--- config.mk ---
export PLATFORM = sky130hd
export DESIGN_NAME = bd_tag_router_flat
export DESIGN_NICKNAME = d
export VERILOG_FILES = /design/src/rtl/bd_tag_router_if.sv /design/src/rtl/bd_tag_router.sv /design/src/flat_wrapper.sv
export SDC_FILE = /design/constraint.sdc
export NUM_CORES = 1
export LEC_CHECK = 0
export ABC_CLOCK_PERIOD_IN_PS = 3600
export CAP_MARGIN = 20
export CORE_ASPECT_RATIO = 1.25
export CORE_MARGIN = 1.5
export CORE_UTILIZATION = 57
export CTS_BUF_LIST = sky130_fd_sc_hd__clkbuf_8 sky130_fd_sc_hd__clkbuf_16
export CTS_CLUSTER_DIAMETER = 80
export CTS_CLUSTER_SIZE = 30
export DETAILED_ROUTE_END_ITERATION = 7
export PLACE_DENSITY = 0.87
export SETUP_SLACK_MARGIN = 0.5
export SLEW_MARGIN = 0
export SYNTH_ARGS = -nofsm -noshare
export SYNTH_HDL_FRONTEND = slang
export SYNTH_SLANG_ARGS = --single-unit
--- constraint.sdc ---
create_clock -name clk -period 3.6 [get_ports clk]
set_input_delay 0.72 -clock clk [delete_from_list [all_inputs] [get_ports clk]]
set_output_delay 0.72 -clock clk [all_outputs]
set_load 0.02 [all_outputs]
--- src/rtl/bd_tag_router_if.sv ---
// Bundle of input, output-stream, config and counter signals for bd_tag_router.
// master drives words and consumer accepts; slave is the router itself.
interface bd_tag_router_if #(
    parameter int unsigned NBDdata = 34,
    parameter int unsigned Nleaf   = 5,
    parameter int unsigned Nglobal = 12,
    parameter int unsigned Ntag    = 11,
    parameter int unsigned Nct     = 9,
    parameter int unsigned Ncnt    = 16
);
    logic               in_v;
    logic [Nleaf-1:0]   in_leaf_code;
    logic [NBDdata-1:0] in_payload;
    logic               in_a;

    logic               tag_v;
    logic [Ntag-1:0]    tag_tag;
    logic [Nct-1:0]     tag_ct;
    logic               tag_a;

    logic               gtag_v;
    logic [Nglobal-1:0] gtag_global_tag;
    logic [Ntag-1:0]    gtag_tag;
    logic [Nct-1:0]     gtag_ct;
    logic               gtag_a;

    logic               other_v;
    logic [Nleaf-1:0]   other_leaf_code;
    logic [NBDdata-1:0] other_payload;
    logic               other_a;

    logic               conf_report_tags;
    logic               conf_global_en;
    logic               cnt_clear;
    logic [Ncnt-1:0]    cnt_local;
    logic [Ncnt-1:0]    cnt_global;
    logic [Ncnt-1:0]    cnt_other;

    modport master (
        output in_v, in_leaf_code, in_payload, tag_a, gtag_a, other_a,
               conf_report_tags, conf_global_en, cnt_clear,
        input  in_a, tag_v, tag_tag, tag_ct, gtag_v, gtag_global_tag, gtag_tag, gtag_ct,
               other_v, other_leaf_code, other_payload, cnt_local, cnt_global, cnt_other
    );

    modport slave (
        input  in_v, in_leaf_code, in_payload, tag_a, gtag_a, other_a,
               conf_report_tags, conf_global_en, cnt_clear,
        output in_a, tag_v, tag_tag, tag_ct, gtag_v, gtag_global_tag, gtag_tag, gtag_ct,
               other_v, other_leaf_code, other_payload, cnt_local, cnt_global, cnt_other
    );
endinterface

--- src/rtl/bd_tag_router.sv ---
// Classifies BD words into local-tag, global-tag and other streams, each behind its own
// FIFO; a word is written to all of its destinations on one edge or not at all.
module bd_tag_router #(
    parameter int unsigned NBDdata     = 34,
    parameter int unsigned Nleaf       = 5,
    parameter int unsigned Nglobal     = 12,
    parameter int unsigned Ntag        = 11,
    parameter int unsigned Nct         = 9,
    parameter int unsigned RO_ACC_CODE = 11,
    parameter int unsigned RO_TAT_CODE = 12,
    parameter int unsigned HOME_GT     = 0,
    parameter int unsigned DEPTH       = 2,
    parameter int unsigned Ncnt        = 16
) (
    input logic            clk,
    input logic            reset,
    bd_tag_router_if.slave bus
);
    localparam int unsigned TW   = Ntag + Nct;
    localparam int unsigned GW   = Nglobal + Ntag + Nct;
    localparam int unsigned OW   = Nleaf + NBDdata;
    localparam int unsigned PtrW = $clog2(DEPTH);
    localparam int unsigned CntW = $clog2(DEPTH + 1);
    localparam logic [CntW-1:0] FullCnt = CntW'(DEPTH);

    logic [Nct-1:0]     w_ct;
    logic [Ntag-1:0]    w_tag;
    logic [Nglobal-1:0] w_gt;
    logic               w_is_tag, w_to_g, w_to_t, w_to_o;
    logic               w_in_a, w_accept;

    logic [TW-1:0]   r_t_mem [DEPTH];
    logic [PtrW-1:0] r_t_wptr, r_t_rptr;
    logic [CntW-1:0] r_t_cnt;
    logic            w_t_full, w_t_push, w_t_pop;

    logic [GW-1:0]   r_g_mem [DEPTH];
    logic [PtrW-1:0] r_g_wptr, r_g_rptr;
    logic [CntW-1:0] r_g_cnt;
    logic            w_g_full, w_g_push, w_g_pop;

    logic [OW-1:0]   r_o_mem [DEPTH];
    logic [PtrW-1:0] r_o_wptr, r_o_rptr;
    logic [CntW-1:0] r_o_cnt;
    logic            w_o_full, w_o_push, w_o_pop;

    logic [Ncnt-1:0] r_cnt_local, r_cnt_global, r_cnt_other;

    assign w_ct  = bus.in_payload[Nct-1:0];
    assign w_tag = bus.in_payload[TW-1:Nct];
    assign w_gt  = bus.in_payload[GW-1:TW];

    assign w_is_tag = (bus.in_leaf_code == Nleaf'(RO_ACC_CODE)) ||
                      (bus.in_leaf_code == Nleaf'(RO_TAT_CODE));
    assign w_to_g   = w_is_tag & bus.conf_global_en & (w_gt != Nglobal'(HOME_GT));
    assign w_to_t   = w_is_tag & ~w_to_g;
    assign w_to_o   = ~w_is_tag | (w_to_t & bus.conf_report_tags);

    assign w_t_full = (r_t_cnt == FullCnt);
    assign w_g_full = (r_g_cnt == FullCnt);
    assign w_o_full = (r_o_cnt == FullCnt);

    // Registered fullness only, so consumer accepts never reach in_a combinationally.
    assign w_in_a   = (~w_to_t | ~w_t_full) & (~w_to_g | ~w_g_full) & (~w_to_o | ~w_o_full);
    assign w_accept = bus.in_v & w_in_a;
    assign bus.in_a = w_in_a;

    assign w_t_push = w_accept & w_to_t;
    assign w_g_push = w_accept & w_to_g;
    assign w_o_push = w_accept & w_to_o;

    assign w_t_pop = (r_t_cnt != '0) & bus.tag_a;
    assign w_g_pop = (r_g_cnt != '0) & bus.gtag_a;
    assign w_o_pop = (r_o_cnt != '0) & bus.other_a;

    always_ff @(posedge clk or negedge reset) begin
        if (!reset) begin
            for (int unsigned i = 0; i < DEPTH; i++) r_t_mem[i] <= '0;
            r_t_wptr <= '0;
            r_t_rptr <= '0;
            r_t_cnt  <= '0;
        end else begin
            if (w_t_push) begin
                r_t_mem[r_t_wptr] <= {w_tag, w_ct};
                r_t_wptr          <= r_t_wptr + PtrW'(1);
            end
            if (w_t_pop) r_t_rptr <= r_t_rptr + PtrW'(1);
            if (w_t_push && !w_t_pop) r_t_cnt <= r_t_cnt + CntW'(1);
            else if (!w_t_push && w_t_pop) r_t_cnt <= r_t_cnt - CntW'(1);
        end
    end

    always_ff @(posedge clk or negedge reset) begin
        if (!reset) begin
            for (int unsigned i = 0; i < DEPTH; i++) r_g_mem[i] <= '0;
            r_g_wptr <= '0;
            r_g_rptr <= '0;
            r_g_cnt  <= '0;
        end else begin
            if (w_g_push) begin
                r_g_mem[r_g_wptr] <= {w_gt, w_tag, w_ct};
                r_g_wptr          <= r_g_wptr + PtrW'(1);
            end
            if (w_g_pop) r_g_rptr <= r_g_rptr + PtrW'(1);
            if (w_g_push && !w_g_pop) r_g_cnt <= r_g_cnt + CntW'(1);
            else if (!w_g_push && w_g_pop) r_g_cnt <= r_g_cnt - CntW'(1);
        end
    end

    always_ff @(posedge clk or negedge reset) begin
        if (!reset) begin
            for (int unsigned i = 0; i < DEPTH; i++) r_o_mem[i] <= '0;
            r_o_wptr <= '0;
            r_o_rptr <= '0;
            r_o_cnt  <= '0;
        end else begin
            if (w_o_push) begin
                r_o_mem[r_o_wptr] <= {bus.in_leaf_code, bus.in_payload};
                r_o_wptr          <= r_o_wptr + PtrW'(1);
            end
            if (w_o_pop) r_o_rptr <= r_o_rptr + PtrW'(1);
            if (w_o_push && !w_o_pop) r_o_cnt <= r_o_cnt + CntW'(1);
            else if (!w_o_push && w_o_pop) r_o_cnt <= r_o_cnt - CntW'(1);
        end
    end

    // Clear has priority over a same-edge push; counts stick at all-ones.
    always_ff @(posedge clk or negedge reset) begin
        if (!reset) begin
            r_cnt_local  <= '0;
            r_cnt_global <= '0;
            r_cnt_other  <= '0;
        end else if (bus.cnt_clear) begin
            r_cnt_local  <= '0;
            r_cnt_global <= '0;
            r_cnt_other  <= '0;
        end else begin
            if (w_t_push && (r_cnt_local != '1))  r_cnt_local  <= r_cnt_local + Ncnt'(1);
            if (w_g_push && (r_cnt_global != '1)) r_cnt_global <= r_cnt_global + Ncnt'(1);
            if (w_o_push && (r_cnt_other != '1))  r_cnt_other  <= r_cnt_other + Ncnt'(1);
        end
    end

    assign bus.tag_v                    = (r_t_cnt != '0);
    assign {bus.tag_tag, bus.tag_ct}    = r_t_mem[r_t_rptr];
    assign bus.gtag_v                   = (r_g_cnt != '0);
    assign {bus.gtag_global_tag, bus.gtag_tag, bus.gtag_ct} = r_g_mem[r_g_rptr];
    assign bus.other_v                  = (r_o_cnt != '0);
    assign {bus.other_leaf_code, bus.other_payload}         = r_o_mem[r_o_rptr];

    assign bus.cnt_local  = r_cnt_local;
    assign bus.cnt_global = r_cnt_global;
    assign bus.cnt_other  = r_cnt_other;
endmodule

--- src/flat_wrapper.sv ---
// flat-port wrapper written by rule: the top's interface ports become plain ports
module bd_tag_router_flat 
#(
    parameter int unsigned NBDdata     = 34,
    parameter int unsigned Nleaf       = 5,
    parameter int unsigned Nglobal     = 12,
    parameter int unsigned Ntag        = 11,
    parameter int unsigned Nct         = 9,
    parameter int unsigned RO_ACC_CODE = 11,
    parameter int unsigned RO_TAT_CODE = 12,
    parameter int unsigned HOME_GT     = 0,
    parameter int unsigned DEPTH       = 2,
    parameter int unsigned Ncnt        = 16
)
  (clk, reset, bus_in_v, bus_in_leaf_code, bus_in_payload, bus_tag_a, bus_gtag_a, bus_other_a, bus_conf_report_tags, bus_conf_global_en, bus_cnt_clear, bus_in_a, bus_tag_v, bus_tag_tag, bus_tag_ct, bus_gtag_v, bus_gtag_global_tag, bus_gtag_tag, bus_gtag_ct, bus_other_v, bus_other_leaf_code, bus_other_payload, bus_cnt_local, bus_cnt_global, bus_cnt_other);
  bd_tag_router_if #(.NBDdata(NBDdata), .Nleaf(Nleaf), .Nglobal(Nglobal), .Ntag(Ntag), .Nct(Nct), .Ncnt(Ncnt)) bus_i ();
  input logic clk;
  input logic reset;
  input wire logic [$bits(bus_i.in_v)-1:0] bus_in_v;
  input wire logic [$bits(bus_i.in_leaf_code)-1:0] bus_in_leaf_code;
  input wire logic [$bits(bus_i.in_payload)-1:0] bus_in_payload;
  input wire logic [$bits(bus_i.tag_a)-1:0] bus_tag_a;
  input wire logic [$bits(bus_i.gtag_a)-1:0] bus_gtag_a;
  input wire logic [$bits(bus_i.other_a)-1:0] bus_other_a;
  input wire logic [$bits(bus_i.conf_report_tags)-1:0] bus_conf_report_tags;
  input wire logic [$bits(bus_i.conf_global_en)-1:0] bus_conf_global_en;
  input wire logic [$bits(bus_i.cnt_clear)-1:0] bus_cnt_clear;
  output wire logic [$bits(bus_i.in_a)-1:0] bus_in_a;
  output wire logic [$bits(bus_i.tag_v)-1:0] bus_tag_v;
  output wire logic [$bits(bus_i.tag_tag)-1:0] bus_tag_tag;
  output wire logic [$bits(bus_i.tag_ct)-1:0] bus_tag_ct;
  output wire logic [$bits(bus_i.gtag_v)-1:0] bus_gtag_v;
  output wire logic [$bits(bus_i.gtag_global_tag)-1:0] bus_gtag_global_tag;
  output wire logic [$bits(bus_i.gtag_tag)-1:0] bus_gtag_tag;
  output wire logic [$bits(bus_i.gtag_ct)-1:0] bus_gtag_ct;
  output wire logic [$bits(bus_i.other_v)-1:0] bus_other_v;
  output wire logic [$bits(bus_i.other_leaf_code)-1:0] bus_other_leaf_code;
  output wire logic [$bits(bus_i.other_payload)-1:0] bus_other_payload;
  output wire logic [$bits(bus_i.cnt_local)-1:0] bus_cnt_local;
  output wire logic [$bits(bus_i.cnt_global)-1:0] bus_cnt_global;
  output wire logic [$bits(bus_i.cnt_other)-1:0] bus_cnt_other;
  assign bus_i.in_v = bus_in_v;
  assign bus_i.in_leaf_code = bus_in_leaf_code;
  assign bus_i.in_payload = bus_in_payload;
  assign bus_i.tag_a = bus_tag_a;
  assign bus_i.gtag_a = bus_gtag_a;
  assign bus_i.other_a = bus_other_a;
  assign bus_i.conf_report_tags = bus_conf_report_tags;
  assign bus_i.conf_global_en = bus_conf_global_en;
  assign bus_i.cnt_clear = bus_cnt_clear;
  assign bus_in_a = bus_i.in_a;
  assign bus_tag_v = bus_i.tag_v;
  assign bus_tag_tag = bus_i.tag_tag;
  assign bus_tag_ct = bus_i.tag_ct;
  assign bus_gtag_v = bus_i.gtag_v;
  assign bus_gtag_global_tag = bus_i.gtag_global_tag;
  assign bus_gtag_tag = bus_i.gtag_tag;
  assign bus_gtag_ct = bus_i.gtag_ct;
  assign bus_other_v = bus_i.other_v;
  assign bus_other_leaf_code = bus_i.other_leaf_code;
  assign bus_other_payload = bus_i.other_payload;
  assign bus_cnt_local = bus_i.cnt_local;
  assign bus_cnt_global = bus_i.cnt_global;
  assign bus_cnt_other = bus_i.cnt_other;
  bd_tag_router #(.NBDdata(NBDdata), .Nleaf(Nleaf), .Nglobal(Nglobal), .Ntag(Ntag), .Nct(Nct), .RO_ACC_CODE(RO_ACC_CODE), .RO_TAT_CODE(RO_TAT_CODE), .HOME_GT(HOME_GT), .DEPTH(DEPTH), .Ncnt(Ncnt)) u_core (.clk(clk), .reset(reset), .bus(bus_i));
endmodule
==> reports/results.ini, run 1 <==
[outcome]
status=complete, no violations

[clocking]
clk_path_buf_depth=3
cts_max_level=1
clkTransAtPathRegs_ns=0.10
numCtsBuffers=12
hold_buffers=0
cts_tree=yes
clk-insertion-delay-late_ns=0.48
root_buffer=clkbuf_16
cts.sinks=242

[global_route]
grt_max_degree=104
use_met3_pct=4.536
grt_first_pass_wirelength_um=40410
top_usage_layer=met2
grt_pass1_vias=7846
gr-total-overflow=0
grtUsageTotal_pct=24.72
antenna_found_initial=0
met2_usage_pct=44.57
use_met1_pct=30.70

[sta]
slew_headroom_pct=47.43
period_share_pct=85.11
finalHoldViolations=0
hold_slack_ns=0.2648
setup_viol=0
rsz0062_at_grt=false
fmax_mhz=326.4
finalClockSkew_ns=0.01983
tightest_slew_ns=0.7886
fin_crit_ns=3.064
final_max_slew_viol_count=0

[detailed_routing]
routedWlPerCell_um=18.72
drc_errors=0
first_iter_violations=332
vias_per_cell=5.634
wl_um=24690
ant_nets=0
firstDrtPassIters=4
via_count=7431

[critical_path]
cp-start-kind=primary input
crit_arrival_ns=2.34
worstSetupStartpoint=bus_in_leaf_code[2]
critPathRequiredTime_ns=2.88
crit_fanout=3
ff2ff_path_depth=8
r2r-start=u_core.r_o_cnt[1]
setup.worst_path.class=in -> out
worstSetupEndpointType=output pin
slowest_delay_ns=0.48
path_cells=clkdlybuf4s50_1 -> or3b_4 -> a221oi_1 -> o22ai_1 -> a21oi_1 -> buf_4
crit_path_top_delay_cell=clkdlybuf4s50_1

[yosys]
syn_area_per_cell_sq_um=13.19
ys_warn_count=0
yosys-top-cells-area=dfrtp_1 (54%), mux2_2 (26%), xor2_1 (2.7%), nor2_1 (1.8%), nand3_1 (1.4%)
synthesis.area_sq_um=11130
synth.distinct_cells=46
async_flop_share_pct=100.0
ys_ff_latch=242
yosys.area.top_type=dfrtp_1
synth_cells=844
synth_edf_count=0
seq_area_frac_synth_pct=54.39
yosys_most_used_dff=dfrtp_1
synthesis.nets=898
synth_top_area_share_pct=54.39

[layout]
syn_to_final_growth_pct=26.01
drive_above_1_share_pct=32.35
fin_util_pct=72.60
layout_commonest_cell=mux2_2
fin_nets=1104
antenna_cells=0
most-common-layout-cells=mux2_2 (255), dfrtp_1 (241), clkdlybuf4s50_1 (184), nor2_1 (53), buf_4 (35)
fill_cells=1297

[floorplanning]
num_rows=57
die_width_um=128.0
die_y_um=159.3
die_area_sq_um=20390
core_sq_um=19330
io_pins=191
initial_core_util_pct=57.61

[power_and_ir_drop]
p_int_mw=6.684
seq_power_share_pct=39.9
clkPwrFrac_pct=15.3
switching_power_mw=3.383
power_density_nw_per_um2=717.5
peakVddDrop_v=0.0005649
power.leakage_nw=6.231
comb_power_share_pct=44.8
switching_share_pct=33.60

[job]
cap_violations=0

[placement]
port_buffers=190
hpwl_um=16830
gp_congestion=0.8313

[hold_path]
hold_path.class=in -> async

-- per-layer routing --
layer	share of wire, %	wire length, um
met4	1.8	433
met5	0	0
met1	42	10260
met3	5.1	1266
met2	52	12730
-- synthesized netlist by cell type, types with 2 or more instances --
cell,instances
mux2_1,11
nor4_1,7
nand3b_1,3
or2_2,3
nor2_1,54
nand3_1,32
nand2b_1,5
nand4_1,20
mux2_2,255
xor2_1,34
xnor2_1,18
nor3_1,13
ha_1,6
buf_2,11
a21o_1,3
mux2_4,10
and4_1,4
a21oi_1,9
inv_1,7
nand2_1,24
buf_1,6
buf_6,2
or3_1,3
clkbuf_1,20
buf_4,2
mux2i_1,2
o21ai_0,3
and2_1,3
nor2b_1,5
dfrtp_1,242
and3_1,12
-- area by class of cell --
type                       instances  area [sq um]  share of cell area [%]
clock buffer                      13         325.3                   2.319
multi-input combinational        554          4897                   34.90
tap                              265         331.6                   2.363
timing repair buffer             233          2350                   16.75
inverter                           7         26.28                  0.1873
sequential                       242          6060                   43.19
clock inverter                     5         41.29                  0.2943
-- final timing paths --
kind / endpoint / slack [ns]
worst max-delay path: bus_in_a / 0.54
worst min-delay path: u_core.r_o_mem[11] / 0.26
worst max register to register: u_core.r_t_mem[11] / 1.29
worst min register to register: u_core.r_g_rptr / 0.48
max in group asynchronous: u_core.r_g_mem[2] / 2.45
min in group clk: u_core.r_g_rptr / 0.48
-- logic make-up (layout without fill, tap and decap cells) --
group	count (synthesis)	in the layout	share of synthesized area, %
and+or+nand+nor	195	195	9.080
buffers and inverters	48	258	1.944
xor gates and xnor gates	52	52	4.090
adders and majority gates	6	6	0.6742
AOI/OAI and AO/OA	23	23	1.393
muxes	278	278	28.43
DFF	242	242	54.39
-- flip-flops by register name, summed over array words and instances, names as in the netlist, 2 cells and up --
signal and count:
u_core.r_o_mem 78, u_core.r_g_mem 64, u_core.r_t_mem 40, u_core.bus.cnt_global 16, u_core.bus.cnt_local 16, u_core.bus.cnt_other 16, u_core.r_g_cnt 2, u_core.r_o_cnt 2
u_core.r_t_cnt 2
-- power by group through the flow --
stage,Combinational [mW],Sequential [mW],Clock (mW)
after CTS,4.55,4.01,1.58
final,4.51,4.01,1.54
after floorplan,2.81,3.87,0
after detailed placement,4.53,4.06,0
after global routing,4.77,4.12,1.67
after global placement,4.45,3.99,0
-- timing repair --
action,4_1_cts,5_1_grt
setup buffers,2,1
gates resized for setup,6,8
pin swaps,1,4
setup endpoints to repair,5,22
-- through the flow --
step | TNS, ns | instances | total power [mW] | setup slack (ns) | cell area, sq um
floorplan | 0 | 844 | 6.679 | 0.8647 | 11130
global placement | -0.1111 | 1298 | 8.442 | -0.1111 | 13610
detailed placement | -0.1025 | 1298 | 8.583 | -0.1025 | 13610
CTS | 0 | 1318 | 10.14 | 0.4974 | 13990
global route | 0 | 1319 | 10.56 | 0.5012 | 14030
finish | 0 | 1319 | 10.07 | 0.5360 | 14030
-- critical path: cells and delay by family --
kind	cells	cell delay, ns
buf+inv	2	0.65
compound gates	3	0.57
simple gates	1	0.40
(Power assumes the default switching activity.)
==> run 2, diff against run 1 <==
--- a/config.mk
+++ b/config.mk
@@ -7,8 +7,7 @@
 export LEC_CHECK = 0
 export ABC_CLOCK_PERIOD_IN_PS = 3600
 export CAP_MARGIN = 20
-export CORE_ASPECT_RATIO = 1.25
-export CORE_MARGIN = 1.5
+export CORE_ASPECT_RATIO = 0.5
 export CORE_UTILIZATION = 57
 export CTS_BUF_LIST = sky130_fd_sc_hd__clkbuf_8 sky130_fd_sc_hd__clkbuf_16
 export CTS_CLUSTER_DIAMETER = 80
==> run 2 against run 1 <==
Die area decreased by 1.3%. Sequential cell count unchanged. Combinational power about the same. Critical path type unchanged. Critical endpoint unchanged. Largest power group unchanged.
==> reports/results.ini, run 2 (synthesis results as in run 1) <==
[sta]
final_max_slew_viol_count=0  ; unchanged
tightest_slew_ns=0.8534  ; was 0.7886 ns
fin_ws_ns=0.5275  ; was 0.5360 ns
fmax_mhz=325.5  ; was 326.4 MHz
setup_viol=0  ; unchanged
finalClockSkew_ns=0.04185  ; was 0.01983 ns
rsz0062_at_grt=true  ; was false
hold_slack_ns=0.2520  ; was 0.2648 ns
period_share_pct=85.35  ; was 85.11%
finalHoldViolations=0  ; unchanged
slew_headroom_pct=42.58  ; was 47.43%
fin_crit_ns=3.073  ; was 3.064 ns

[global_route]
grt_first_pass_wirelength_um=41320  ; was 40410 um
grtUsageTotal_pct=26.08  ; was 24.72%
grt_max_degree=99  ; was 104
grt_pass1_vias=7935  ; was 7846
antenna_found_initial=0  ; unchanged
gr-total-overflow=0  ; unchanged

[clocking]
cts.sinks=242  ; unchanged
cts_max_level=1  ; unchanged
clk_path_buf_depth=3  ; unchanged
clkTransAtPathRegs_ns=0.11  ; was 0.10 ns
root_buffer=clkbuf_16  ; unchanged
hold_buffers=0  ; unchanged
clk-insertion-delay-late_ns=0.49  ; was 0.48 ns
numCtsBuffers=12  ; unchanged
cts_tree=yes  ; unchanged

[placement]
port_buffers=190  ; unchanged
hpwl_um=17570  ; was 16830 um
gp_congestion=0.8482  ; was 0.8313
place_ws_ns=-0.1318  ; was -0.1025 ns

[layout]
drive_above_1_share_pct=32.86  ; was 32.35%
largest_register=u_core.r_o_mem  ; unchanged
fin_nets=1103  ; was 1104
fill_cells=1238  ; was 1297
syn_to_final_growth_pct=26.28  ; was 26.01%
antenna_cells=0  ; unchanged
most-common-layout-cells=mux2_2 (255), dfrtp_1 (240), clkdlybuf4s50_1 (186), nor2_1 (53), xor2_1 (34)  ; was mux2_2 (255), dfrtp_1 (241), clkdlybuf4s50_1 (184), nor2_1 (53), buf_4 (35)
largest_register_ffs=78  ; unchanged
layout_commonest_cell=mux2_2  ; unchanged
reg.largest.list=u_core.r_o_mem: 78 flops, u_core.r_g_mem: 64 flops, u_core.r_t_mem: 40 flops  ; unchanged

[floorplanning]
die_y_um=100.8  ; was 159.3 um
num_rows=35  ; was 57
core_sq_um=18740  ; was 19330 sq um
die_width_um=199.7  ; was 128.0 um
die_area_sq_um=20130  ; was 20390 sq um
initial_core_util_pct=59.41  ; was 57.61%
io_pins=191  ; unchanged

[power_and_ir_drop]
peakVddDrop_v=0.0003017  ; was 0.0005649 V
power_density_nw_per_um2=719.7  ; was 717.5 nW/um^2
power.leakage_nw=6.205  ; was 6.231 nW

[critical_path]
setup.worst_path.class=in -> out  ; unchanged
crit_arrival_ns=2.35  ; was 2.34 ns
path_cells=clkdlybuf4s50_1 -> or3b_4 -> a221oi_2 -> o22ai_2 -> a21oi_2 -> buf_6  ; was clkdlybuf4s50_1 -> or3b_4 -> a221oi_1 -> o22ai_1 -> a21oi_1 -> buf_4
cp-start-kind=primary input  ; unchanged
crit_fanout=3  ; unchanged
ff2ff_path_depth=7  ; was 8
crit_path_top_delay_cell=clkdlybuf4s50_1  ; unchanged
slowest_delay_ns=0.50  ; was 0.48 ns
worstSetupEndpointType=output pin  ; unchanged
critPathRequiredTime_ns=2.88  ; about the same

[detailed_routing]
drc_errors=0  ; unchanged
via_count=7419  ; was 7431
first_iter_violations=313  ; was 332
routedWlPerCell_um=19.68  ; was 18.72 um
ant_nets=0  ; unchanged
wl_um=25770  ; was 24690 um
firstDrtPassIters=4  ; unchanged
vias_per_cell=5.668  ; was 5.634

[job]
cap_violations=0  ; unchanged

[outcome]
status=complete, no violations  ; unchanged

[hold_path]
hold_path.class=in -> async  ; unchanged

run 2: per-stage QoR:
stage | util [%] | setup TNS, ns | power [mW] | instance area, sq um | cells
after floorplan | - | 0 | 6.679 | 11130 | 844
after global placement | 72.60 | -0.09770 | 8.392 | 13610 | 1293
after detailed placement | 72.60 | -0.1318 | 8.581 | 13610 | 1293
after CTS | 74.64 | 0 | 10.14 | 13990 | 1308
after global routing | 75.02 | 0 | 10.57 | 14060 | 1309
final | 75.02 | 0 | 10.12 | 14060 | 1309
run 2: routing by layer:
metal	share of wire (%)	global-route usage, %	wire, um	vias up
met5	0	0	0	-
met2	51	45.49	13030	146
li1	-	-	-	3386
met4	1.9	5.520	480	0
met3	3.7	3.847	960	32
met1	44	34.93	11290	3855
run 2: path summary, 6_finish.rpt:
path | startpoint | end | slack (ns)
max in group asynchronous | reset | u_core.r_g_mem[8] | 2.54
min reg2reg | u_core.r_o_wptr | u_core.r_o_wptr | 0.49
max | bus_in_leaf_code[2] | bus_in_a | 0.53
min | reset | u_core.bus.cnt_other[11] | 0.25
min in group clk | u_core.r_o_wptr | u_core.r_o_wptr | 0.49
max reg2reg | u_core.r_o_cnt[1] | u_core.bus.cnt_local[14] | 1.25
run 2: power breakdown:
part	leakage, nW	switching (mW)	internal (mW)
clock network	0.177	0.870	0.671
registers	3.13	0.514	3.53
logic	2.90	2.05	2.48
run 2: repair_timing:
item                       4_1_cts  5_1_grt
buffers inserted                 0        1
pin swaps                        0        2
gates resized for setup         10       13
setup endpoints to repair       44        4
run 2: cell type report:
| type | instances | area, sq um | share of cell area, % |
|---|---|---|---|
| multi-input combinational | 554 | 4943 | 35.16 |
| clock inverter | 2 | 33.78 | 0.2403 |
| sequential | 242 | 6063 | 43.12 |
| inverter | 7 | 26.28 | 0.1869 |
| timing repair buffer | 232 | 2345 | 16.68 |
| clock buffer | 13 | 325.3 | 2.314 |
| tap | 259 | 324.1 | 2.305 |
run 2: worst max-delay path: cells and delay by family:
kind	cells	cell delay, ns
simple gates	1	0.42
compound gates	3	0.58
buf+inv	2	0.65
==> run 3, diff against run 2 <==
--- a/config.mk
+++ b/config.mk
@@ -8,12 +8,13 @@
 export ABC_CLOCK_PERIOD_IN_PS = 3600
 export CAP_MARGIN = 20
 export CORE_ASPECT_RATIO = 0.5
-export CORE_UTILIZATION = 57
+export CORE_UTILIZATION = 49
 export CTS_BUF_LIST = sky130_fd_sc_hd__clkbuf_8 sky130_fd_sc_hd__clkbuf_16
 export CTS_CLUSTER_DIAMETER = 80
 export CTS_CLUSTER_SIZE = 30
 export DETAILED_ROUTE_END_ITERATION = 7
-export PLACE_DENSITY = 0.87
+export HOLD_SLACK_MARGIN = 0.05
+export PLACE_DENSITY = 0.77
 export SETUP_SLACK_MARGIN = 0.5
 export SLEW_MARGIN = 0
 export SYNTH_ARGS = -nofsm -noshare
==> run 3 against run 2 <==
Clock-buffer cell count is the same. Critical endpoint unchanged. Die area rose by 16%. Highest routed layer unchanged. Hold slack worse by 0.030 ns. Sequential cell count did not move. Wire length down 0.87%. Design area about the same. First-iteration DRC count is 49% higher. Sequential share of layout area about the same. Critical path type unchanged.
==> reports/results.ini, run 3 (synthesis results as in run 1) <==
[critical_path]
worstSetupEndpointType=output pin  ; unchanged
crit_fanout=3  ; unchanged
cp-start-kind=primary input  ; unchanged
slowest_delay_ns=0.48  ; was 0.50 ns
crit_path_top_delay_cell=clkdlybuf4s50_1  ; unchanged
path_cells=clkdlybuf4s50_1 -> or3b_4 -> a221oi_2 -> o22ai_1 -> a21oi_1 -> buf_4  ; was clkdlybuf4s50_1 -> or3b_4 -> a221oi_2 -> o22ai_2 -> a21oi_2 -> buf_6
critPathRequiredTime_ns=2.88  ; about the same
setup.worst_path.class=in -> out  ; unchanged
crit_arrival_ns=2.32  ; was 2.35 ns

[detailed_routing]
firstDrtPassIters=4  ; unchanged
wl_um=25540  ; was 25770 um
drc_errors=0  ; unchanged
via_count=7290  ; was 7419
routedWlPerCell_um=18.98  ; was 19.68 um
first_iter_violations=466  ; was 313
vias_per_cell=5.416  ; was 5.668
ant_nets=0  ; unchanged

[floorplanning]
num_rows=38  ; was 35
initial_core_util_pct=50.69  ; was 59.41%
die_width_um=215.2  ; was 199.7 um
die_y_um=108.6  ; was 100.8 um
core_sq_um=21970  ; was 18740 sq um
die_area_sq_um=23370  ; was 20130 sq um
io_pins=191  ; unchanged

[sta]
fin_ws_ns=0.5571  ; was 0.5275 ns
fmax_mhz=328.6  ; was 325.5 MHz
fin_crit_ns=3.043  ; was 3.073 ns
setup_viol=0  ; unchanged
finalClockSkew_ns=0.03336  ; was 0.04185 ns
tightest_slew_ns=0.7601  ; was 0.8534 ns
final_max_slew_viol_count=0  ; unchanged
finalHoldViolations=0  ; unchanged
rsz0062_at_grt=false  ; was true
period_share_pct=84.52  ; was 85.35%
slew_headroom_pct=48.86  ; was 42.58%

[layout]
layout_commonest_cell=mux2_2  ; unchanged
fin_util_pct=63.98  ; was 75.02%
most-common-layout-cells=mux2_2 (255), dfrtp_1 (241), clkdlybuf4s50_1 (183), nor2_1 (53), xor2_1 (34)  ; was mux2_2 (255), dfrtp_1 (240), clkdlybuf4s50_1 (186), nor2_1 (53), xor2_1 (34)
syn_to_final_growth_pct=26.22  ; was 26.28%
drive_above_1_share_pct=32.31  ; was 32.86%
multi_input_area_sq_um=4915  ; was 4943 sq um
fill_cells=1702  ; was 1238
largest_register_ffs=78  ; unchanged
regArea_sq_um=6057  ; was 6063 sq um
fin_nets=1099  ; was 1103
largest_register=u_core.r_o_mem  ; unchanged
antenna_cells=0  ; unchanged
reg.largest.list=u_core.r_o_mem: 78 flops, u_core.r_g_mem: 64 flops, u_core.r_t_mem: 40 flops  ; unchanged

[clocking]
clk_path_buf_depth=3  ; unchanged
root_buffer=clkbuf_16  ; unchanged
cts_setup_buffers=0  ; unchanged
cts_tree=yes  ; unchanged
clk-insertion-delay-late_ns=0.48  ; was 0.49 ns
cts_max_level=1  ; unchanged
clkTransAtPathRegs_ns=0.11  ; about the same
cts.sinks=242  ; unchanged
numCtsBuffers=12  ; unchanged
hold_buffers=0  ; unchanged

[job]
cap_violations=0  ; unchanged

[outcome]
status=complete, no violations  ; unchanged

[placement]
gp_congestion=0.8165  ; was 0.8482
port_buffers=190  ; unchanged
place_ws_ns=-0.08119  ; was -0.1318 ns
hpwl_um=17630  ; was 17570 um

[global_route]
grt_max_degree=88  ; was 99
grtUsageTotal_pct=22.34  ; was 26.08%
antenna_found_initial=0  ; unchanged
grt_pass1_vias=7733  ; was 7935
gr-total-overflow=0  ; unchanged
grt_first_pass_wirelength_um=41500  ; was 41320 um

[power_and_ir_drop]
peakVddDrop_v=0.0003445  ; was 0.0003017 V
power.leakage_nw=6.193  ; was 6.205 nW
power_density_nw_per_um2=721.6  ; was 719.7 nW/um^2

[hold_path]
hold_path.class=in -> async  ; unchanged

run 3: worst paths after layout:
| check | start | endpoint | slack, ns | depth (start not counted) |
|---|---|---|---|---|
| max | bus_in_leaf_code[2] | bus_in_a | 0.56 | 6 |
| min reg2reg | u_core.r_o_wptr | u_core.r_o_wptr | 0.49 | 1 |
| min in group clk | u_core.r_o_wptr | u_core.r_o_wptr | 0.49 | 1 |
| max in group asynchronous | reset | u_core.r_g_mem[7] | 2.35 | 2 |
| max reg2reg | u_core.r_o_cnt[1] | u_core.r_g_mem[20] | 1.33 | 8 |
| min | reset | u_core.bus.cnt_other[7] | 0.22 | 1 |
run 3: critical path, delay by kind of cell:
| kind | cells | cell delay [ns] |
|---|---|---|
| compound gates | 3 | 0.55 |
| buf+inv | 2 | 0.65 |
| simple gates | 1 | 0.40 |
run 3: power by group:
part / internal (mW) / leakage [nW] / switching [mW] / total, mW
combinational: 2.47 / 2.88 / 2.10 / 4.57
clock: 0.743 / 0.186 / 0.861 / 1.60
sequential: 3.53 / 3.13 / 0.438 / 3.97
total: 6.74 / 6.19 / 3.40 / 10.1
run 3: timing repair:
| item | in CTS | in global routing |
|---|---|---|
| gates resized for setup | 13 | 5 |
| setup endpoints to repair | 35 | 6 |
| pin swaps | 1 | 3 |
run 3: layout make-up:
cell class	instances	share of cell area, %
clock buffers	13	2.315
clock inverters	2	0.4273
inverters	7	0.1870
multi-input cells	554	34.97
flip-flops and latches	242	43.10
well taps	300	2.671
repair buffers	228	16.33
run 3: per-stage QoR:
| step | hold WS [ns] | std cells | area, sq um | setup TNS [ns] | power, mW |
|---|---|---|---|---|---|
| after floorplan | 0.4244 | 844 | 11130 | 0 | 6.679 |
| after global placement | 0.4625 | 1331 | 13620 | -1.023 | 8.492 |
| after detailed placement | 0.4684 | 1331 | 13620 | -1.393 | 8.623 |
| after CTS | 0.2454 | 1346 | 14030 | 0 | 10.26 |
| after global routing | 0.2631 | 1346 | 14050 | 0 | 10.65 |
| final | 0.2216 | 1346 | 14050 | 0 | 10.14 |
run 3: layer usage:
layer | share of wire [%] | GRT usage, % | vias up
met5 | 0 | 0 | -
met4 | 1.8 | 4.610 | 0
met3 | 3.1 | 3.235 | 27
met2 | 49 | 38.73 | 124
met1 | 46 | 30.18 | 3758
li1 | - | - | 3381
